File: config.mk
export PLATFORM = sky130hd
export DESIGN_NAME = regfile_bypass_sb
export DESIGN_NICKNAME = d
export VERILOG_FILES = /design/src/rtl/regfile_bypass_sb.sv
export SDC_FILE = /design/constraint.sdc
export NUM_CORES = 2
export LEC_CHECK = 0
export ABC_CLOCK_PERIOD_IN_PS = 4900
export CAP_MARGIN = 30
export CORE_AREA = 2 2 350 491
export CTS_BUF_LIST = sky130_fd_sc_hd__clkbuf_4 sky130_fd_sc_hd__clkbuf_8
export DETAILED_ROUTE_END_ITERATION = 10
export DIE_AREA = 0 0 352 493
export DONT_BUFFER_PORTS = 1
export HOLD_SLACK_MARGIN = 0.06
export MAX_ROUTING_LAYER = met4
export PLACE_DENSITY = 0.48
export SLEW_MARGIN = 5
export SYNTH_ARGS = -nofsm -noshare
export SYNTH_HDL_FRONTEND = slang
export SYNTH_SLANG_ARGS = --single-unit
File: constraint.sdc
create_clock -name clk -period 4.9 [get_ports clk]
set_input_delay 0.735 -clock clk [delete_from_list [all_inputs] [get_ports clk]]
set_output_delay 0.735 -clock clk [all_outputs]
set_load 0.005 [all_outputs]
File: src/rtl/regfile_bypass_sb.sv
// Parametrised register file: two combinational read ports, one write port, optional
// write-to-read bypass, optional hardwired zero register and a busy-bit scoreboard.
module regfile_bypass_sb #(
  parameter int unsigned DATA_WIDTH = 32,
  parameter int unsigned NUM_REGS   = 32,
  parameter int unsigned ADDR_WIDTH = 5,
  parameter int unsigned BYPASS     = 1,
  parameter int unsigned ZERO_REG   = 1
) (
  input  logic                  clk,
  input  logic                  rst_n,
  input  logic                  wr_en_i,
  input  logic [ADDR_WIDTH-1:0] rd_addr_i,
  input  logic [DATA_WIDTH-1:0] data_i,
  input  logic [ADDR_WIDTH-1:0] rs1_addr_i,
  input  logic [ADDR_WIDTH-1:0] rs2_addr_i,
  output logic [DATA_WIDTH-1:0] rs1_data_o,
  output logic [DATA_WIDTH-1:0] rs2_data_o,
  input  logic                  issue_en_i,
  input  logic [ADDR_WIDTH-1:0] issue_rd_i,
  output logic                  rs1_busy_o,
  output logic                  rs2_busy_o,
  output logic                  hazard_o,
  output logic [ADDR_WIDTH:0]   pending_cnt_o
);

  localparam int unsigned CntW = ADDR_WIDTH + 1;

  if (NUM_REGS < 2 || (NUM_REGS & (NUM_REGS - 1)) != 0 ||
      ADDR_WIDTH != $clog2(NUM_REGS)) begin : g_param_err
    $error("regfile_bypass_sb: NUM_REGS must be a power of two >= 2 and ADDR_WIDTH = clog2");
  end

  logic [DATA_WIDTH-1:0] regs_q [NUM_REGS];
  logic [NUM_REGS-1:0]   busy_q, busy_d;
  logic [CntW-1:0]       cnt_q, cnt_d;
  logic                  wr_ok, issue_ok;

  // While reset is held, in-flight writes/issues are discarded, so they must not bypass either.
  assign wr_ok    = rst_n && wr_en_i && !(ZERO_REG != 0 && rd_addr_i == '0);
  assign issue_ok = rst_n && issue_en_i && !(ZERO_REG != 0 && issue_rd_i == '0);

  logic [ADDR_WIDTH-1:0] rs_addr [2];
  logic [DATA_WIDTH-1:0] rs_data [2];
  logic                  rs_busy [2];

  assign rs_addr[0] = rs1_addr_i;
  assign rs_addr[1] = rs2_addr_i;

  always_comb begin
    for (int p = 0; p < 2; p++) begin
      rs_data[p] = regs_q[rs_addr[p]];
      rs_busy[p] = busy_q[rs_addr[p]];
      if (BYPASS != 0 && wr_ok && rd_addr_i == rs_addr[p]) begin
        rs_data[p] = data_i;
        rs_busy[p] = 1'b0;
      end
      if (ZERO_REG != 0 && rs_addr[p] == '0) begin
        rs_data[p] = '0;
        rs_busy[p] = 1'b0;
      end
    end
  end

  assign rs1_data_o    = rs_data[0];
  assign rs2_data_o    = rs_data[1];
  assign rs1_busy_o    = rs_busy[0];
  assign rs2_busy_o    = rs_busy[1];
  assign hazard_o      = rs_busy[0] | rs_busy[1];
  assign pending_cnt_o = cnt_q;

  // Set is applied after clear so a re-issue to the written-back index stays pending.
  always_comb begin
    busy_d = busy_q;
    if (wr_ok)    busy_d[rd_addr_i]  = 1'b0;
    if (issue_ok) busy_d[issue_rd_i] = 1'b1;
    cnt_d = '0;
    for (int i = 0; i < NUM_REGS; i++) begin
      cnt_d = cnt_d + CntW'(busy_d[i]);
    end
  end

  always_ff @(posedge clk or negedge rst_n) begin
    if (!rst_n) begin
      for (int i = 0; i < NUM_REGS; i++) begin
        regs_q[i] <= '0;
      end
      busy_q <= '0;
      cnt_q  <= '0;
    end else begin
      if (wr_ok) regs_q[rd_addr_i] <= data_i;
      busy_q <= busy_d;
      cnt_q  <= cnt_d;
    end
  end

endmodule
==> impl_results.md <==
* Status: complete, but fails checks
* Failing checks: max-slew violations
* CP max-delay cell: fa_1
* Crit path from: rst_n
* Die Width at around 350 µm
* FF+latch area at 26580 µm²
* Synthesized area at just under 60000 µm²
* Setup tns final at 0 ns
* CTS clk-pin slew, worst paths at around 0.06 ns
* P&R area growth vs syn at 13.34%
* Cells after Synth at approximately 4300
* Remaining DRCs at 0
* Async S/R FF share, synth at 1.000
* Setup Viol. Count Final at 0
* Worst Setup End Kind: register
* Via density at 5.936
* RSZ-0062 raised after global routing: false
* Largest net degree at the start of global routing at 302
* CP cell instances: buf_16 -> buf_12 -> and2_4 -> and4b_2 -> a22o_1 -> inv_2 -> fa_1 -> inv_1 -> fa_1 -> inv_1 -> fa_1 -> fa_1 -> fa_1 -> fa_1 -> inv_2 -> ha_4 -> fa_2 -> a21o_1 -> a21oi_2 -> xnor2_1
* Final nets at between 4000 and 5000
* Die footprint at approximately 170000 µm²
* Reg2Reg Setup Slack at about 0.19 ns
* Clk Latency, worst-skew pair at between 0.9 and 1 ns
* Worst VDD drop at between 0.001 and 0.0015 V
* GRT Residual Overflow at 0
* Max_cap viols at 0
* Htree depth at 4
* Crit-path most repeated cell: fa_1
* Core area at 169100 µm²
* Fillers at 16083
* Min cycle time layout at 4.742 ns
* Normalized max-slew margin at -0.2572
* Pre-CTS setup slack at -0.9941 ns
* Routed WL per cell at approximately 33 µm
* Maximum clock frequency at approximately 0.21 GHz
* Layout cells sized above 1 at 0.4535
* Cell Area, Placed at 61280 µm²
* Max Slew Vio Count at 83
* Number of global-route vias before repair at around 42000
* Share of the synthesized area in the top cell type at 0.4518
* Predominant post-synthesis flop cell: dfrtp_1
* Met2 WL post-DR at 104.7 mm
* # port buffers at 0
* Critical path's top delay family: adder cells
* Die H at approximately 490 µm
* Hold EP: busy_q[17]$_DFF_PN0_
* Worst Clk Skew at around 0.024 ns
* Largest stage delay, worst path at 0.54 ns
* RD Place Congestion at between 0.8 and 0.9
* Sequential area share after synthesis at 0.4518
* Num ports at 129
* Yosys cell types at 70
* Clock Path Buffers at 3
* Synth area leaders: dfrtp_1, mux2_2, mux4_2
* Leak at around 0.03 µW
* Power Density at roughly 400 nW/µm²
* Buf/Inv on CP at 6
* DRT iter0 DRCs at 3150
* Crit share post-route at 0.9677
* R2R depth at 14
* Hold_ws at 0.1531 ns
* Root buffer selected by CTS: clkbuf_8
* Seq cells post-synth at approximately 1100
* Critical register-to-register path startpoint: busy_q[21]$_DFF_PN0_
* Met1 wire length at approximately 95 mm
* Final hold vios at 0
* # rows at about 180
* WL met3 at about 14 mm
* Post-Layout Cell Count at roughly 6700
* CTS tree: yes
* Worst hold stages at 3
* CP required at roughly 5.7 ns
* Syn. warnings at 0
* Finished Cell Area at approximately 67000 µm²
* Worst-margin pin slew at about 1.9 ns
* Syn nets at ~4300
* TritonCTS buffer count at between 150 and 200
* Worst Path Arrival at between 5 and 6 ns
* Num Clock Sinks at 1062
* Gr usage total at 0.2618
* DP HPWL at 121.7 mm
* Pre-antenna DRT Iters at 5
* Top cell type by total area after synthesis: dfrtp_1
* Startpoint Class: input port
* Via Count at 39678
* Initial antenna violation count at 10
* First-pass GRT wire length at about 320 mm
* Hold path start: rd_addr_i[4]
* Worst Slack Setup Final at around 0.16 ns
* Number of synthesized flops with an enable pin at 0
* Crit path max fanout at 4
* Avg Inst Size Synth at about 14 µm²
* Inst Count DP at 6249
* Crit Path Class: in -> reg
* Final ANT Viol Nets at 0
* Min-Delay Path Class: in -> reg
* Top sig layer: met4
* Reg-to-Reg End: pending_cnt_o[4]$_DFF_PN0_
* Initial core utilization at 0.3478
* Area occupied by multi-input gates at 29970 µm²
* DRT Wirelength at 221.5 mm
per-stage QoR:
step,utilization,power [µW]
after floorplan,-,15770
after global placement,0.3613,17480
after detailed placement,0.3624,17620
after CTS,0.3913,27090
after global routing,0.3942,28390
final,0.3943,26830
routing by layer:
layer / GRT usage / vias to the layer above
li1: - / 16305
met1: 0.3359 / 21624
met2: 0.4128 / 1337
met3: 0.05082 / 412
met4: 0.09424 / 0
met5: - / -
worst register-to-register path, cell delays in order (launching register included):
cell	delay, ns
dfrtp_1	0.38
a22o_1	0.23
fa_1	0.51
inv_1	0.06
fa_1	0.50
fa_1	0.45
fa_1	0.58
fa_1	0.43
fa_1	0.51
inv_2	0.05
ha_4	0.15
fa_2	0.33
a21o_1	0.17
a21oi_2	0.13
xnor2_1	0.13
final cells by class:
cell class / instances / share of cell area
clock inverters: 32 / 0.004561
clock buffers: 305 / 0.05752
inverters: 58 / 0.003266
repair buffers: 282 / 0.04362
flip-flops and latches: 1062 / 0.3986
diodes: 12 / 0.0004504
well taps: 2262 / 0.04245
multi-input cells: 2671 / 0.4495
cell usage in the layout, fill, tap and decap left out, types with 11 or more instances in the layout:
cell type	count
o21ai_0	23
dfrtp_1	1062
mux4_2	350
and3_1	12
clkinv_2	21
nand2_1	71
mux2i_1	371
nor2_1	47
a221oi_2	11
a21oi_1	96
o21ai_1	12
fa_1	23
o22ai_1	116
nor2b_1	30
mux2_1	44
clkbuf_8	247
xnor2_1	12
a211oi_1	50
clkbuf_4	58
o21bai_1	11
mux2_2	980
a221o_1	22
a22o_1	61
buf_16	13
buf_8	14
nor4_1	22
nand2_4	13
buf_4	184
nor2_4	14
buf_12	24
nor3_1	38
a221oi_1	49
inv_1	50
dlygate4sd3_1	43
diode_2	12
a22oi_1	45
a211o_1	17
sequential cells by signal (all words and copies together) (netlist names):
register	cells
busy_q	32
pending_cnt_o	6
regs_q	1024
Yosys cell counts, types with 6 or more instances:
cell type	count
buf_2	177
ha_1	7
buf_4	45
a22oi_1	47
buf_8	6
fa_1	24
a22o_1	61
mux2_1	44
mux2i_1	371
o21ai_1	13
mux2_2	980
buf_1	7
a221oi_2	11
o21bai_1	11
buf_6	29
a221oi_1	49
nand2b_1	11
nor2_1	59
o221ai_1	9
o21ai_0	25
a211o_1	17
nor4_1	22
o22ai_1	116
a21oi_1	98
inv_1	54
nor2b_1	36
nand3_1	12
clkbuf_1	199
and3_1	13
nand2_1	88
a221o_1	22
dfrtp_1	1062
nor3_1	40
a211oi_1	50
xnor2_1	12
and2_1	9
mux4_2	350
power breakdown:
part	switching [µW]	leakage, µW	internal [µW]
sequential	872	0.0141	10000
clock	3980	0.00221	5190
combinational	3000	0.0137	3790
how the worst max path moves through the flow:
stage                                      end  slack [ns]  cells after the start
detailed placement  pending_cnt_o[4]$_DFF_PN0_       -0.99                     18
CTS                 pending_cnt_o[4]$_DFF_PN0_        0.02                     18
floorplan           pending_cnt_o[4]$_DFF_PN0_       -0.75                     20
global placement    pending_cnt_o[4]$_DFF_PN0_        -1.0                     18
finish              pending_cnt_o[4]$_DFF_PN0_        0.16                     20
global route        pending_cnt_o[4]$_DFF_PN0_        0.02                     20
repair_timing:
item | in CTS | in global routing
hold buffers | 60 | 0
endpoints found under the hold margin | 1096 | 0
setup endpoints to repair | 0 | 4
gates resized for setup | 0 | 14
buffers inserted | 0 | 4
logic make-up (layout without fill, tap and decap cells):
family                   Yosys count  count (layout)  share of synthesized area
flip-flops                      1062            1062                     0.4518
XOR/XNOR                          13              13                   0.001936
adder cells (fa/ha/maj)           31              31                   0.009657
AND/OR/NAND/NOR                  326             326                    0.02889
buffers and inverters            524             677                    0.04576
multiplexers                    1746            1746                     0.3936
AO/OA/AOI/OAI                    555             555                    0.06830
other                              0              12                          0
Power figures use the tool's default switching activity.
